**config.mk**
```make
export PLATFORM = sky130hd
export DESIGN_NAME = inst_ram_loader
export DESIGN_NICKNAME = d
export VERILOG_FILES = /design/src/rtl/inst_ram_loader.sv
export SDC_FILE = /design/constraint.sdc
export NUM_CORES = 1
export LEC_CHECK = 0
export CORE_ASPECT_RATIO = 1.1
export CORE_UTILIZATION = 50
export DETAILED_ROUTE_END_ITERATION = 10
export PLACE_DENSITY = 0.76
export SLEW_MARGIN = 15
export SYNTH_ARGS = -nofsm -noshare
export SYNTH_HDL_FRONTEND = slang
export SYNTH_SLANG_ARGS = --single-unit
```
**constraint.sdc**
```tcl
create_clock -name clk -period 3.6 [get_ports clk]
set_clock_uncertainty 0.2 [all_clocks]
set_input_delay 0.72 -clock clk [delete_from_list [all_inputs] [get_ports clk]]
set_output_delay 0.72 -clock clk [all_outputs]
set_load 0.02 [all_outputs]
```
**src/rtl/inst_ram_loader.sv**
```systemverilog
// inst_ram_loader: touchscreen-driven writer for a synchronous single-port
// instruction RAM. Takes an address then a data word, writes it, reads it
// back, compares, and keeps write/error counters plus a display readout.
// Optional build macro: INST_RAM_LOADER_AUTO_INC_EN (streaming writes with
// automatic address increment and in-place address reload via cmd_addr).
module inst_ram_loader #(
  parameter int ADDR_W = 8
) (
  input  logic              clk,
  input  logic              resetn,
  input  logic              input_valid,
  input  logic [31:0]       input_value,
  input  logic              cmd_addr,
  output logic              ram_wen,
  output logic [ADDR_W-1:0] ram_addr,
  output logic [31:0]       ram_wdata,
  input  logic [31:0]       ram_rdata,
  output logic              busy,
  output logic              err_flag,
  input  logic [5:0]        display_number,
  output logic              display_valid,
  output logic [39:0]       display_name,
  output logic [31:0]       display_value
);

  localparam logic [2:0] S_ADDR  = 3'd0;
  localparam logic [2:0] S_DATA  = 3'd1;
  localparam logic [2:0] S_WRITE = 3'd2;
  localparam logic [2:0] S_READ  = 3'd3;
  localparam logic [2:0] S_CHECK = 3'd4;

  logic [2:0]  state_q, state_d;
  logic [31:0] addr_q, addr_d;
  logic [31:0] wdata_q, wdata_d;
  logic [31:0] rdata_q, rdata_d;
  logic [31:0] wr_cnt_q, wr_cnt_d;
  logic [31:0] err_cnt_q, err_cnt_d;
  logic        err_flag_q, err_flag_d;
  logic        display_valid_q, display_valid_d;
  logic [39:0] display_name_q, display_name_d;
  logic [31:0] display_value_q, display_value_d;

`ifndef INST_RAM_LOADER_AUTO_INC_EN
  // cmd_addr only matters in streaming builds.
  logic cmd_addr_unused;
  assign cmd_addr_unused = cmd_addr;
`endif

  // RAM-side signals are straight decodes of the registered state.
  assign ram_addr  = addr_q[ADDR_W+1:2];
  assign ram_wdata = wdata_q;
  assign ram_wen   = (state_q == S_WRITE);
  assign busy      = (state_q == S_WRITE) || (state_q == S_READ) ||
                     (state_q == S_CHECK);
  assign err_flag      = err_flag_q;
  assign display_valid = display_valid_q;
  assign display_name  = display_name_q;
  assign display_value = display_value_q;

  // Sequencer: address/data entry, write, readback and compare.
  always_comb begin
    state_d    = state_q;
    addr_d     = addr_q;
    wdata_d    = wdata_q;
    rdata_d    = rdata_q;
    wr_cnt_d   = wr_cnt_q;
    err_cnt_d  = err_cnt_q;
    err_flag_d = err_flag_q;
    case (state_q)
      S_ADDR: begin
        if (input_valid) begin
          addr_d  = {input_value[31:2], 2'b00};
          state_d = S_DATA;
        end
      end
      S_DATA: begin
        if (input_valid) begin
`ifdef INST_RAM_LOADER_AUTO_INC_EN
          if (cmd_addr) begin
            addr_d = {input_value[31:2], 2'b00};
          end else begin
            wdata_d = input_value;
            state_d = S_WRITE;
          end
`else
          wdata_d = input_value;
          state_d = S_WRITE;
`endif
        end
      end
      S_WRITE: state_d = S_READ;
      S_READ:  state_d = S_CHECK;
      S_CHECK: begin
        rdata_d  = ram_rdata;
        wr_cnt_d = wr_cnt_q + 32'd1;
        if (ram_rdata != wdata_q) begin
          err_flag_d = 1'b1;
          if (err_cnt_q != 32'hFFFF_FFFF) err_cnt_d = err_cnt_q + 32'd1;
        end
`ifdef INST_RAM_LOADER_AUTO_INC_EN
        addr_d  = addr_q + 32'd4;
        state_d = S_DATA;
`else
        state_d = S_ADDR;
`endif
      end
      default: state_d = S_ADDR;
    endcase
  end

  // Display slot decode; registered so the lcd sees a one-cycle latency.
  always_comb begin
    display_valid_d = 1'b1;
    display_name_d  = 40'd0;
    display_value_d = 32'd0;
    case (display_number)
      6'd1: begin display_name_d = "ADDR "; display_value_d = addr_q;    end
      6'd2: begin display_name_d = "WDATA"; display_value_d = wdata_q;   end
      6'd3: begin display_name_d = "RDATA"; display_value_d = rdata_q;   end
      6'd4: begin display_name_d = "WRCNT"; display_value_d = wr_cnt_q;  end
      6'd5: begin display_name_d = "ERCNT"; display_value_d = err_cnt_q; end
      6'd6: begin display_name_d = "STATE"; display_value_d = {29'd0, state_q}; end
      default: display_valid_d = 1'b0;
    endcase
  end

  // State and register update with synchronous active-low reset.
  always_ff @(posedge clk) begin
    if (!resetn) begin
      state_q         <= S_ADDR;
      addr_q          <= 32'd0;
      wdata_q         <= 32'd0;
      rdata_q         <= 32'd0;
      wr_cnt_q        <= 32'd0;
      err_cnt_q       <= 32'd0;
      err_flag_q      <= 1'b0;
      display_valid_q <= 1'b0;
      display_name_q  <= 40'd0;
      display_value_q <= 32'd0;
    end else begin
      state_q         <= state_d;
      addr_q          <= addr_d;
      wdata_q         <= wdata_d;
      rdata_q         <= rdata_d;
      wr_cnt_q        <= wr_cnt_d;
      err_cnt_q       <= err_cnt_d;
      err_flag_q      <= err_flag_d;
      display_valid_q <= display_valid_d;
      display_name_q  <= display_name_d;
      display_value_q <= display_value_d;
    end
  end

endmodule

```
=== After elaboration in Yosys (flattened, before gate mapping) ===
Index checks and enable logic that the tools add are counted.

* Register bits after elaboration: 235
* Input port bits: 74
* Output and inout port bits: 116
* Logic and storage cells: 41

* Add/sub/neg operators: 2
* Equal/unequal tests: 14
* Multiplexer cells: 6
* Reductions and logical operators: 9

{| class="wikitable"
|+ Operators with widths
! cell !! count
|-
| one-hot mux 39 bit (6 select lines) || 1
|-
| one-hot mux 32 bit (6 select lines) || 1
|-
| adder 32 x 1 -> 32 bit, second input constant || 2
|-
| != test 32 bit || 1
|-
| != test 32 bit, second input constant || 1
|-
| == test 6 x 3 -> 1 bit, second input constant || 3
|-
| == test 6 x 2 -> 1 bit, second input constant || 2
|-
| one-hot mux 3 bit (4 select lines) || 1
|-
| AND reduction 2 bit || 4
|-
| == test 3 x 2 -> 1 bit, second input constant || 2
|-
| == test 6 x 1 -> 1 bit, second input constant || 1
|-
| two-way mux 3 bit || 2
|-
| OR reduction 6 bit || 1
|-
| != test 2 bit, second input constant || 2
|-
| == test 3 x 1 -> 1 bit, second input constant || 1
|-
| == test 3 bit, second input constant || 1
|-
| zero test 3 bit || 1
|-
| AND reduction 3 bit || 1
|-
| logical OR 1 bit || 2
|-
| two-way mux 1 bit || 1
|}

=== Longest topological paths before layout ===
* Word-level depth: 3
* Gate-level depth with buffers: 10
* Mapped depth without buffers: 7

=== Worst setup path before layout ===
No wires, ideal clock.

* Path kind: in2reg
* Start point: in ram_rdata[24]
* End point: reg err_cnt_q[24]
* Library setup time: 0.070 ns
* Arrival time: 2.172 ns
* Required time: 3.330 ns
* Path slack: 1.158 ns
* Stages on the path: 8
* Path buffers: 2
* Path through: xor2_1 > nor4_1 > nand4_1 > o21ai_1 > buf_2 > clkbuf_1 > o31ai_1 > a21oi_1

* Word-level cells in the longest chain between the ends: 2

{| class="wikitable"
|+ RTL lines
! what !! RTL line !! RTL
|-
| from (decl) || 17 || <nowiki>input logic [31:0] ram_rdata,</nowiki>
|-
| != test 32 bit || 96 || <nowiki>if (ram_rdata != wdata_q) begin</nowiki>
|-
| AND reduction 3 bit (no source line) || n/a ||
|-
| to (signal assigned) || 146 || <nowiki>err_cnt_q <= err_cnt_d;</nowiki>
|-
| to (decl) || 37 || <nowiki>logic [31:0] err_cnt_q, err_cnt_d;</nowiki>
|}

No other way between the ends.
A chain may end at the register's enable or synchronous reset.

=== Final worst setup path ===
* Start point: reg state_q[0]
* End point: out busy

* Word-level cells in the longest chain between the ends: 3
* Elaborated cells between the ends (all ways): 5
* Those cells by class: 3 x eq/ne; 2 x reduce/logical

{| class="wikitable"
|+ RTL lines
! what !! RTL line !! RTL
|-
| from (decl) || 32 || <nowiki>logic [2:0] state_q, state_d;</nowiki>
|-
| from (signal assigned) || 141 || <nowiki>state_q <= state_d;</nowiki>
|-
| == test 3 x 2 -> 1 bit || 53 || <nowiki>assign busy = (state_q == S_WRITE) || (state_q == S_READ) ||</nowiki>
|-
| logical OR 1 bit || 53 ||
|-
| logical OR 1 bit * || 53 ||
|-
| to (decl) || 18 || <nowiki>output logic busy,</nowiki>
|}

Mark *: on every way between the ends. The rest lies on a longest branch, timed or not.

==> metrics.csv <==
metric,value,unit
reg2reg_depth,7,
fmax,356,MHz
gr-usage-all-layers,0.271,
hold_buffers,0,
gp_congestion,0.881,
tns,0,ns
dr_total_vias,8544,
nNetsFinal,1308,
postPlaceCellArea,0.0109,mm²
whs_path_depth,2,
start_util,0.516,
grt_max_degree,92,
drc_errors,0,
dr.pass1.iters,6,
crit_slowest_cell,clkdlybuf4s50_1,
hp-start,addr_q[12]$_SDFFE_PN0P_,
drtIter0Drc,800,
die_width,132,µm
start_kind,flop,
grt_pass1_vias,7749,
power.total,5.30,mW
fin_crit,2.81,ns
synth_top_area_share,0.446,
antenna_found_initial,0,
slew_headroom,0.487,
routedWlPerCell,17.6,µm
yosys.area.top_type,dfxtp_1,
worstReg2RegStart,err_cnt_q[0]$_SDFFE_PN0P_,
dp.cells,1446,
cts_tree,done,
synth_area_leaders,"dfxtp_1 45%, nand2_1 9.5%, a21oi_1 8.2%",
post-route-period-util,0.781,
clockBufferDepth,3,
grt_pass1_wl,41.2,mm
ys_ff_latch,206,
ys_seq_area_frac,0.446,
synth_cells,1118,
placementRows,51,
tightestPinTransition,0.770,ns
critPathMaxStageDelay,0.64,ns
ant_nets,0,
crit_buf_inv,1,
drive_gt1_frac,0.0793,
ys_warn_count,0,
worstPathMaxFanout,9,
final_common_cell,nand2_1,
hold_path_end,addr_q[12]$_SDFFE_PN0P_,
r2r-end,err_cnt_q[13]$_SDFFE_PN0P_,
place.detailed.hpwl,17.7,mm
finalMaxSlewViolations,0,
critPathCaptureType,output port,
setup_viol,0,
hold_path_class,flop to flop,
clk_latency,0.52,ns
mostFrequentLayoutCells,"234 x nand2_1, 206 x dfxtp_1, 171 x clkdlybuf4s50_1",
cp_cell_sequence,"nor2_1, nand2_1, o21ai_0, clkdlybuf4s50_1",
numClockSinks,206,
numCtsBuffers,22,
peakVddDrop,0.348,mV
fin_area,0.0117,mm²
ios,190,
core_region_area,0.0179,mm²
cp_data_arrival_time,1.89,ns
final_hold_viol_count,0,
antenna_cells,0,
status,finished clean,
die-height,145,µm
reg2reg_slack,1.01,ns
rsz0062_at_grt,false,
cap_viol_max_count,0,
grt-ovfl-total,0,
clkTransAtPathRegs,0.06,ns
path_delay_family,buffers and inverters,
fillers,1499,
stdcell_count,1486,
dieArea,0.0190,mm²
area_delta_synth_final,26.5,%
critical_path_class,flop to output port,
wl,26.2,mm
syn_avg_cell_area,8.27,µm²
powerDensity,453,mW/mm²
p_leak,3.99,nW
cts-root-buf,clkbuf_16,
fin_util,0.652,
port_buffers,171,
cts_resized,0,
synth_cell_types,48,
via_per_inst,5.75,
syn_area,0.00924,mm²
post_cts_buffers,0,
cp.required,2.68,ns
h-tree-depth,1,
worst max path at each step:
| stage | start | to | slack [ns] | depth (start not counted) |
|---|---|---|---|---|
| finish | state_q[0]$_SDFFE_PN0P_ | busy | 0.79 | 4 |
| detailed placement | ram_rdata[6] | err_cnt_q[3]$_SDFFE_PN0P_ | 0.45 | 8 |
| floorplan | ram_rdata[24] | err_cnt_q[24]$_SDFFE_PN0P_ | 1.16 | 8 |
| global route | state_q[0]$_SDFFE_PN0P_ | busy | 0.70 | 4 |
| global placement | display_number[3] | display_name[9]$_SDFF_PN0_ | 0.49 | 7 |
| CTS | state_q[0]$_SDFFE_PN0P_ | busy | 0.78 | 4 |
state kept, by name, summed over array words and instances (netlist names):
name           count
addr_q            30
display_name      11
display_valid      1
display_value     32
err_cnt_q         32
err_flag           1
ram_wdata         32
rdata_q           32
state_q            3
wr_cnt_q          32
metal layers:
| metal | GRT usage | vias up | wire length [µm] |
|---|---|---|---|
| li1 | - | 4089 | - |
| met1 | 0.380 | 4070 | 11700 |
| met2 | 0.427 | 330 | 12000 |
| met3 | 0.0312 | 55 | 1650 |
| met4 | 0.101 | 0 | 814 |
| met5 | 0 | - | 0 |
stage by stage:
step | hold slack, ns | setup slack, ns
after floorplan | 0.236 | 1.16
after global placement | 0.241 | 0.487
after detailed placement | 0.246 | 0.454
after CTS | 0.254 | 0.776
after global routing | 0.268 | 0.700
final | 0.253 | 0.788
area by class of cell:
type / count / area [µm²] / share of cell area
clock buffers: 28 / 603 / 0.0516
clock inverters: 12 / 179 / 0.0153
inverters: 12 / 47.5 / 0.00407
multi-input cells: 804 / 4580 / 0.392
flip-flops and latches: 206 / 4120 / 0.353
well taps: 238 / 298 / 0.0255
repair buffers: 186 / 1860 / 0.159
cells by family (layout without fill, tap and decap cells):
group | after synthesis | after routing | synth area share
and+or+nand+nor | 425 | 425 | 0.214
AOI/OAI and AO/OA | 270 | 270 | 0.176
buffers and inverters | 124 | 238 | 0.0673
DFF | 206 | 206 | 0.446
other | 1 | 17 | 0.000406
xor gates and xnor gates | 58 | 58 | 0.0550
adders and majority gates | 2 | 2 | 0.00271
muxes | 32 | 32 | 0.0384
power breakdown:
part	switching [mW]	internal, mW	total, mW	leakage (nW)
Clock	0.947	1.48	2.43	0.376
Combinational	0.283	0.200	0.483	1.95
Sequential	0.0550	2.34	2.39	1.67
Total	1.28	4.02	5.30	3.99
cells in the mapped netlist, drive strengths merged:
master / count
a41oi: 1
nand4: 22
nand4b: 1
o21a: 9
o211ai: 1
nor2b: 1
a31oi: 1
nand3: 22
mux2: 28
nand2b: 9
a21oi: 152
buf: 52
dfxtp: 206
ha: 2
nor3: 11
or2: 4
o31a: 7
xor2: 51
nor2: 53
a22oi: 63
nand2: 235
and2: 6
or4: 13
and4: 8
or3: 12
mux2i: 4
and4bb: 1
nor4: 20
xnor2: 7
a222oi: 1
a2111o: 1
nor3b: 1
inv: 12
o41ai: 3
o21ai: 16
o311ai: 2
clkbuf: 60
and3: 6
conb: 1
o31ai: 13
worst reg2reg max path: cells and delay by family, from the launching register on:
kind	cells	cell delay, ns
AOI/OAI and AO/OA	1	0.16
adders and majority gates	1	0.26
and+or+nand+nor	5	1.52
DFF	1	0.37
Note: power is estimated with default switching activity, not from simulation.
